**config.mk**
```make
export PLATFORM = sky130hd
export DESIGN_NAME = pipeline_run_ctrl
export DESIGN_NICKNAME = d
export VERILOG_FILES = /design/src/rtl/run_ctrl_pkg.sv /design/src/rtl/key_debounce.sv /design/src/rtl/pipeline_run_ctrl.sv
export SDC_FILE = /design/constraint.sdc
export NUM_CORES = 1
export LEC_CHECK = 0
export BUFFER_PORTS_ARGS = -buffer_cell sky130_fd_sc_hd__buf_2
export CELL_PAD_IN_SITES_DETAIL_PLACEMENT = 0
export CELL_PAD_IN_SITES_GLOBAL_PLACEMENT = 1
export CORE_ASPECT_RATIO = 1.4
export CORE_MARGIN = 2
export CORE_UTILIZATION = 39
export DETAILED_ROUTE_END_ITERATION = 6
export PLACE_DENSITY = 0.92
export RECOVER_POWER = 25
export SYNTH_ARGS = -nofsm -noshare
export SYNTH_HDL_FRONTEND = slang
export SYNTH_SLANG_ARGS = --single-unit
```
**constraint.sdc**
```tcl
create_clock -name clk -period 2.8 [get_ports clk]
set_clock_uncertainty 0.2 [all_clocks]
set_input_delay 0.14 -clock clk [delete_from_list [all_inputs] [get_ports clk]]
set_output_delay 0.14 -clock clk [all_outputs]
set_load 0.02 [all_outputs]
```
**src/rtl/run_ctrl_pkg.sv**
```systemverilog
// rtl/run_ctrl_pkg.sv - shared types and constants for the pipeline run-control sequencer
//
// Contents:
//   run_state_t  run-control FSM state encoding (STEP is always reserved, even when unreachable)
//   SYS_HALT     syscall selector that ends the program
//   SYS_PAUSE    syscall selector that pauses until the continue key is pressed
//   trap_match   syscall-in-WB selector decode
package run_ctrl_pkg;

    typedef enum logic [2:0] {
        INIT   = 3'd0,
        RUN    = 3'd1,
        PAUSE  = 3'd2,
        RESUME = 3'd3,
        STEP   = 3'd4,
        HALT   = 3'd5
    } run_state_t;

    localparam logic [31:0] SYS_HALT  = 32'h0000_000A;
    localparam logic [31:0] SYS_PAUSE = 32'h0000_0032;

    function automatic logic trap_match(input logic valid, input logic [31:0] sel,
                                        input logic [31:0] code);
        return valid && (sel == code);
    endfunction

endpackage

```
**src/rtl/key_debounce.sv**
```systemverilog
// rtl/key_debounce.sv - synchroniser plus stability-counter debouncer emitting one pulse per press
//
// Parameters:
//   DEBOUNCE_CYCLES  consecutive identical synchronised samples needed to accept a new level (>=2)
// Ports:
//   clk      in   system clock
//   rst_n    in   asynchronous active-low reset; clears synchroniser, counter and accepted level
//   key_raw  in   raw asynchronous button, active-high
//   pulse    out  single-cycle pulse on an accepted rising edge
module key_debounce #(
    parameter int DEBOUNCE_CYCLES = 16
) (
    input  logic clk,
    input  logic rst_n,
    input  logic key_raw,
    output logic pulse
);

    localparam int            CW   = $clog2(DEBOUNCE_CYCLES);
    localparam logic [CW-1:0] LAST = CW'(DEBOUNCE_CYCLES - 1);

    logic          r_sync1;
    logic          r_sync2;
    logic          r_level;
    logic [CW-1:0] r_cnt;

    logic w_diff;
    logic w_accept;

    // r_cnt holds how many consecutive differing samples preceded this one, so the
    // sample that completes the run of DEBOUNCE_CYCLES is seen when r_cnt == LAST.
    assign w_diff   = r_sync2 != r_level;
    assign w_accept = w_diff && (r_cnt == LAST);
    assign pulse    = w_accept && r_sync2;

    always_ff @(posedge clk or negedge rst_n) begin
        if (!rst_n) begin
            r_sync1 <= 1'b0;
            r_sync2 <= 1'b0;
            r_level <= 1'b0;
            r_cnt   <= '0;
        end else begin
            r_sync1 <= key_raw;
            r_sync2 <= r_sync1;
            if (!w_diff) begin
                r_cnt <= '0;
            end else if (w_accept) begin
                r_level <= r_sync2;
                r_cnt   <= '0;
            end else begin
                r_cnt <= r_cnt + CW'(1);
            end
        end
    end

endmodule

```
**src/rtl/pipeline_run_ctrl.sv**
```systemverilog
// rtl/pipeline_run_ctrl.sv - run-control sequencer driving the global pipeline freeze enable
//
// Optional feature macro: RUN_CTRL_STEP_EN (adds step_key and the PAUSE->STEP->PAUSE single-step path)
// Parameters:
//   DEBOUNCE_CYCLES  key debounce stability length
//   CNT_W            width of cycle_cnt
// Ports:
//   clk           in   system clock
//   rst_n         in   asynchronous active-low reset
//   continue_key  in   raw continue button
//   step_key      in   raw single-step button (RUN_CTRL_STEP_EN only)
//   syscall_wb    in   syscall valid in WB
//   a0_wb         in   syscall selector value in WB
//   pipe_go       out  1 = stage buffers and PC advance this cycle
//   run_state     out  current FSM state encoding
//   halted        out  registered HALT decode
//   paused        out  registered PAUSE decode
//   cycle_cnt     out  saturating count of pipe_go cycles
//   pause_cnt     out  wrapping count of PAUSE entries
module pipeline_run_ctrl
    import run_ctrl_pkg::*;
#(
    parameter int DEBOUNCE_CYCLES = 16,
    parameter int CNT_W           = 32
) (
    input  logic             clk,
    input  logic             rst_n,
    input  logic             continue_key,
`ifdef RUN_CTRL_STEP_EN
    input  logic             step_key,
`endif
    input  logic             syscall_wb,
    input  logic [31:0]      a0_wb,
    output logic             pipe_go,
    output logic [2:0]       run_state,
    output logic             halted,
    output logic             paused,
    output logic [CNT_W-1:0] cycle_cnt,
    output logic [15:0]      pause_cnt
);

    run_state_t       r_state;
    run_state_t       w_state_next;
    logic             r_halted;
    logic             r_paused;
    logic [CNT_W-1:0] r_cycle_cnt;
    logic [15:0]      r_pause_cnt;

    logic w_trap_halt;
    logic w_trap_pause;
    logic w_pipe_go;
    logic w_pause_entry;
    logic w_cont_pulse;
    logic w_step_pulse;

    key_debounce #(
        .DEBOUNCE_CYCLES(DEBOUNCE_CYCLES)
    ) u_cont_db (
        .clk    (clk),
        .rst_n  (rst_n),
        .key_raw(continue_key),
        .pulse  (w_cont_pulse)
    );

`ifdef RUN_CTRL_STEP_EN
    key_debounce #(
        .DEBOUNCE_CYCLES(DEBOUNCE_CYCLES)
    ) u_step_db (
        .clk    (clk),
        .rst_n  (rst_n),
        .key_raw(step_key),
        .pulse  (w_step_pulse)
    );
`else
    assign w_step_pulse = 1'b0;
`endif

    assign w_trap_halt  = trap_match(syscall_wb, a0_wb, SYS_HALT);
    assign w_trap_pause = trap_match(syscall_wb, a0_wb, SYS_PAUSE);

    // A trapping syscall freezes the pipe in the cycle it reaches WB, so it stays in WB
    // while paused; RESUME then forces one advance to move it out without re-trapping.
    always_comb begin
        w_state_next  = r_state;
        w_pipe_go     = 1'b0;
        w_pause_entry = 1'b0;
        case (r_state)
            INIT: begin
                w_state_next = RUN;
            end
            RUN: begin
                w_pipe_go = !(w_trap_halt || w_trap_pause);
                if (w_trap_halt) begin
                    w_state_next = HALT;
                end else if (w_trap_pause) begin
                    w_state_next  = PAUSE;
                    w_pause_entry = 1'b1;
                end
            end
            PAUSE: begin
                if (w_cont_pulse) begin
                    w_state_next = RESUME;
                end else if (w_step_pulse) begin
                    w_state_next = STEP;
                end
            end
            RESUME: begin
                w_pipe_go    = 1'b1;
                w_state_next = RUN;
            end
            STEP: begin
                w_pipe_go    = 1'b1;
                w_state_next = PAUSE;
            end
            HALT: begin
                w_state_next = HALT;
            end
            default: begin
                w_state_next = INIT;
            end
        endcase
    end

    always_ff @(posedge clk or negedge rst_n) begin
        if (!rst_n) begin
            r_state  <= INIT;
            r_halted <= 1'b0;
            r_paused <= 1'b0;
        end else begin
            r_state  <= w_state_next;
            r_halted <= (w_state_next == HALT);
            r_paused <= (w_state_next == PAUSE);
        end
    end

    always_ff @(posedge clk or negedge rst_n) begin
        if (!rst_n) begin
            r_cycle_cnt <= '0;
            r_pause_cnt <= '0;
        end else begin
            if (w_pipe_go && (r_cycle_cnt != {CNT_W{1'b1}})) begin
                r_cycle_cnt <= r_cycle_cnt + CNT_W'(1);
            end
            if (w_pause_entry) begin
                r_pause_cnt <= r_pause_cnt + 16'd1;
            end
        end
    end

    assign pipe_go   = w_pipe_go;
    assign run_state = r_state;
    assign halted    = r_halted;
    assign paused    = r_paused;
    assign cycle_cnt = r_cycle_cnt;
    assign pause_cnt = r_pause_cnt;

endmodule

```
==> impl_metrics.tcl <==
set metrics [dict create \
    run_status "completed" \
    crit_cells 6 \
    finalCriticalPeriod_ns 2.47 \
    cts_setup_buffers 0 \
    timing.reg2reg.worst_path_depth 6 \
    postLayoutSetupSlackWorst_ns 0.328 \
    finalNetCount 408 \
    seq_cells_post_synth 60 \
    synth-seq-area-share 0.517 \
    grt_pass1_wl_um 10800 \
    fp.dieW_um 76.9 \
    cts-buffers-inserted 9 \
    ctsHoldBuffers 2 \
    total_count_of_max_transition_violations_in_the_final_report 0 \
    tightest_slew_ns 1.46 \
    critical_path.startpoint_type "flop" \
    hp-class "in -> reg" \
    areaGrowthSynthToFinish_pct 25.4 \
    remaining_drc_errors 0 \
    cpLargestDelayFamily "simple AND/OR/NAND/NOR gates" \
    number_of_antenna_violations_at_the_first_check_in_global_routing 0 \
    synth_edf_count 0 \
    die_area_um2 8160 \
    detail_route.wl_per_cell_um 13.7 \
    quantity_of_gates_resized_following_cts 0 \
    layout-drive-gt1-share 0.255 \
    syn-num-nets 314 \
    clkLatencyLatePin_ns 0.34 \
    initial_core_util 0.400 \
    clk_path_buf_depth 2 \
    synth_area_um2 2900 \
    grt_setup_unrepaired "false" \
    max-cap-violations 0 \
    dominantRegCellSynth "sky130_fd_sc_hd__dfrtp_1" \
    grt.overflow.total 0 \
    yosys_warnings 0 \
    std_cell_rows 37 \
    crit_path_top_delay_cell "sky130_fd_sc_hd__or4_4" \
    min_path_cells 5 \
    ios 90 \
    number_of_buffers_inserted_by_port_buffering 89 \
    cp_cell_sequence "ha_1 > nand3_1 > or4_4 > nand2b_4 > and2_4 > mux2_4" \
    synth_cell_type_count 37 \
    total_leakage_power_uw 0.00176 \
    htree_levels 3 \
    timing.critical_path.slowest_cell_delay_ns 0.57 \
    final-setup-viol-count 0 \
    netlist_instances 275 \
    worst_setup_path_end_kind "flop" \
    ant_nets 0 \
    placedInstanceArea_um2 3460 \
    async_flop_share 1.00 \
    gr-usage-all-layers 0.167 \
    grt_pass1_vias 2365 \
    syn-mean-instance-area_um2 10.6 \
    timing.critical_path.fanout_max 24 \
    core_area_um2 7270 \
    timing.fmax_mhz 405 \
    count_of_inserted_antenna_diode_cells 0 \
    timing.setup.critical_path_class "reg -> reg" \
    rd_place_congestion 0.797 \
    maximum_number_of_pins_on_one_net_before_global_route_repair 61 \
    cp_data_arrival_time_ns 2.50 \
    drt-pass1-iter-count 4 \
    routed_wirelength_um 6450 \
    required_ns 2.83 \
    clock_tree_from_tritoncts "done" \
    tritoncts_num_sinks 60 \
    relative_slew_slack 0.0263 \
    irDropWorstVdd_mv 0.282 \
    cts-root-buf "sky130_fd_sc_hd__clkbuf_8" \
    fill_cells 689 \
    routed-via-count 2370 \
    detailedRoute.firstIterationViolations 68 \
    dp_hpwl_um 4620 \
    power_per_cell_area_nw_per_um2 465 \
    dp_worst_setup_slack_ns 0.329 \
    timing_hold_violations_final 0 \
    worst_setup_hold_path_clk_slew_ns 0.07 \
    die_h_um 106 \
    routed_via_density 5.04 \
    timing.critical_path.buf_inv 0 \
    min_period_over_period 0.883 \
    tns_ns 0 \
    cell_area_after_layout_um2 3640 \
]
[layout by cell type (no fill, tap or decap), types with 8 or more instances in the layout]
| master | n |
|---|---|
| sky130_fd_sc_hd__and3_1 | 12 |
| sky130_fd_sc_hd__buf_2 | 66 |
| sky130_fd_sc_hd__clkbuf_1 | 23 |
| sky130_fd_sc_hd__clkbuf_8 | 10 |
| sky130_fd_sc_hd__dfrtp_1 | 60 |
| sky130_fd_sc_hd__inv_1 | 8 |
| sky130_fd_sc_hd__nand2_1 | 20 |
| sky130_fd_sc_hd__nand3_1 | 23 |
| sky130_fd_sc_hd__nand4_1 | 17 |
| sky130_fd_sc_hd__nor2_1 | 22 |
| sky130_fd_sc_hd__nor3_1 | 10 |
| sky130_fd_sc_hd__xnor2_1 | 37 |
| sky130_fd_sc_hd__xor2_1 | 9 |
[cell usage after synthesis (all sizes together), types with 6 or more instances]
library cell	number	share of area
dfrtp	60	0.52
xnor2	37	0.11
nand3	23	0.040
nor2	22	0.028
nand2	20	0.026
nand4	19	0.051
and3	12	0.026
nor3	11	0.023
xor2	9	0.027
clkbuf	8	0.010
inv	8	0.010
a21oi	6	0.010
[path summary, 6_finish.rpt]
path / start / end / slack, ns
max: cycle_cnt[0] / cycle_cnt[1] / 0.33
min: a0_wb[3] / run_state[2] / 0.04
max reg2reg: cycle_cnt[0] / cycle_cnt[1] / 0.33
min reg2reg: u_cont_db.r_sync1 / u_cont_db.r_sync2 / 0.15
max in group asynchronous: rst_n / cycle_cnt[23] / 0.95
min in group asynchronous: rst_n / pause_cnt[15] / 0.55
[flip-flops by register name, indices dropped and copies added, names as in the netlist]
| name | cells |
|---|---|
| u_cont_db.r_level | 1 |
| cycle_cnt | 32 |
| paused | 1 |
| pause_cnt | 16 |
| run_state | 3 |
| u_cont_db.r_sync1 | 1 |
| halted | 1 |
| u_cont_db.r_cnt | 4 |
| u_cont_db.r_sync2 | 1 |
[area by class of cell]
class                      instances  area [um2]  share of cell area
clock buffer                      10         138              0.0378
tap                               97         121              0.0333
clock inverter                     5        52.6              0.0144
multi-input combinational        197        1350               0.371
sequential                        60        1500               0.412
inverter                           8        30.0             0.00824
timing repair buffer              93         449               0.123
[routing by layer]
metal	track usage	routed length, um
met2	0.281	3180
met1	0.196	2840
met3	0.0492	322
met5	0	0
met4	0.0740	108
[power breakdown]
| part | internal, uW | total (uW) | switching (uW) |
|---|---|---|---|
| registers | 872 | 876 | 4.67 |
| logic | 27.3 | 57.3 | 30.0 |
| clock network | 425 | 761 | 336 |
| total | 1320 | 1690 | 371 |
[through the flow]
stage	cells	utilization	total power, uW	hold slack (ns)
floorplan	275	-	904	-0.356
global placement	453	0.477	947	0.0510
detailed placement	453	0.477	950	0.0495
CTS	470	0.505	1710	0.0337
global route	470	0.501	1750	0.0501
finish	470	0.501	1690	0.0435
[tightest hold or removal path, stage by stage]
cell	delay (ns)
sky130_fd_sc_hd__buf_2	0.10
sky130_fd_sc_hd__nand2_1	0.07
sky130_fd_sc_hd__nor3_1	0.05
sky130_fd_sc_hd__nor2_1	0.12
sky130_fd_sc_hd__nor3_1	0.06
[cell families (layout without fill, tap and decap cells)]
kind of cell    Yosys count  in the layout  synth area share
fa+ha+maj                 3              3            0.0129
flops                    60             60             0.517
buf+inv                  18            116            0.0241
compound gates           14             14            0.0315
simple gates            131            131             0.263
xor+xnor                 46             46             0.139
mux                       3              3            0.0129
(Power assumes the default switching activity.)
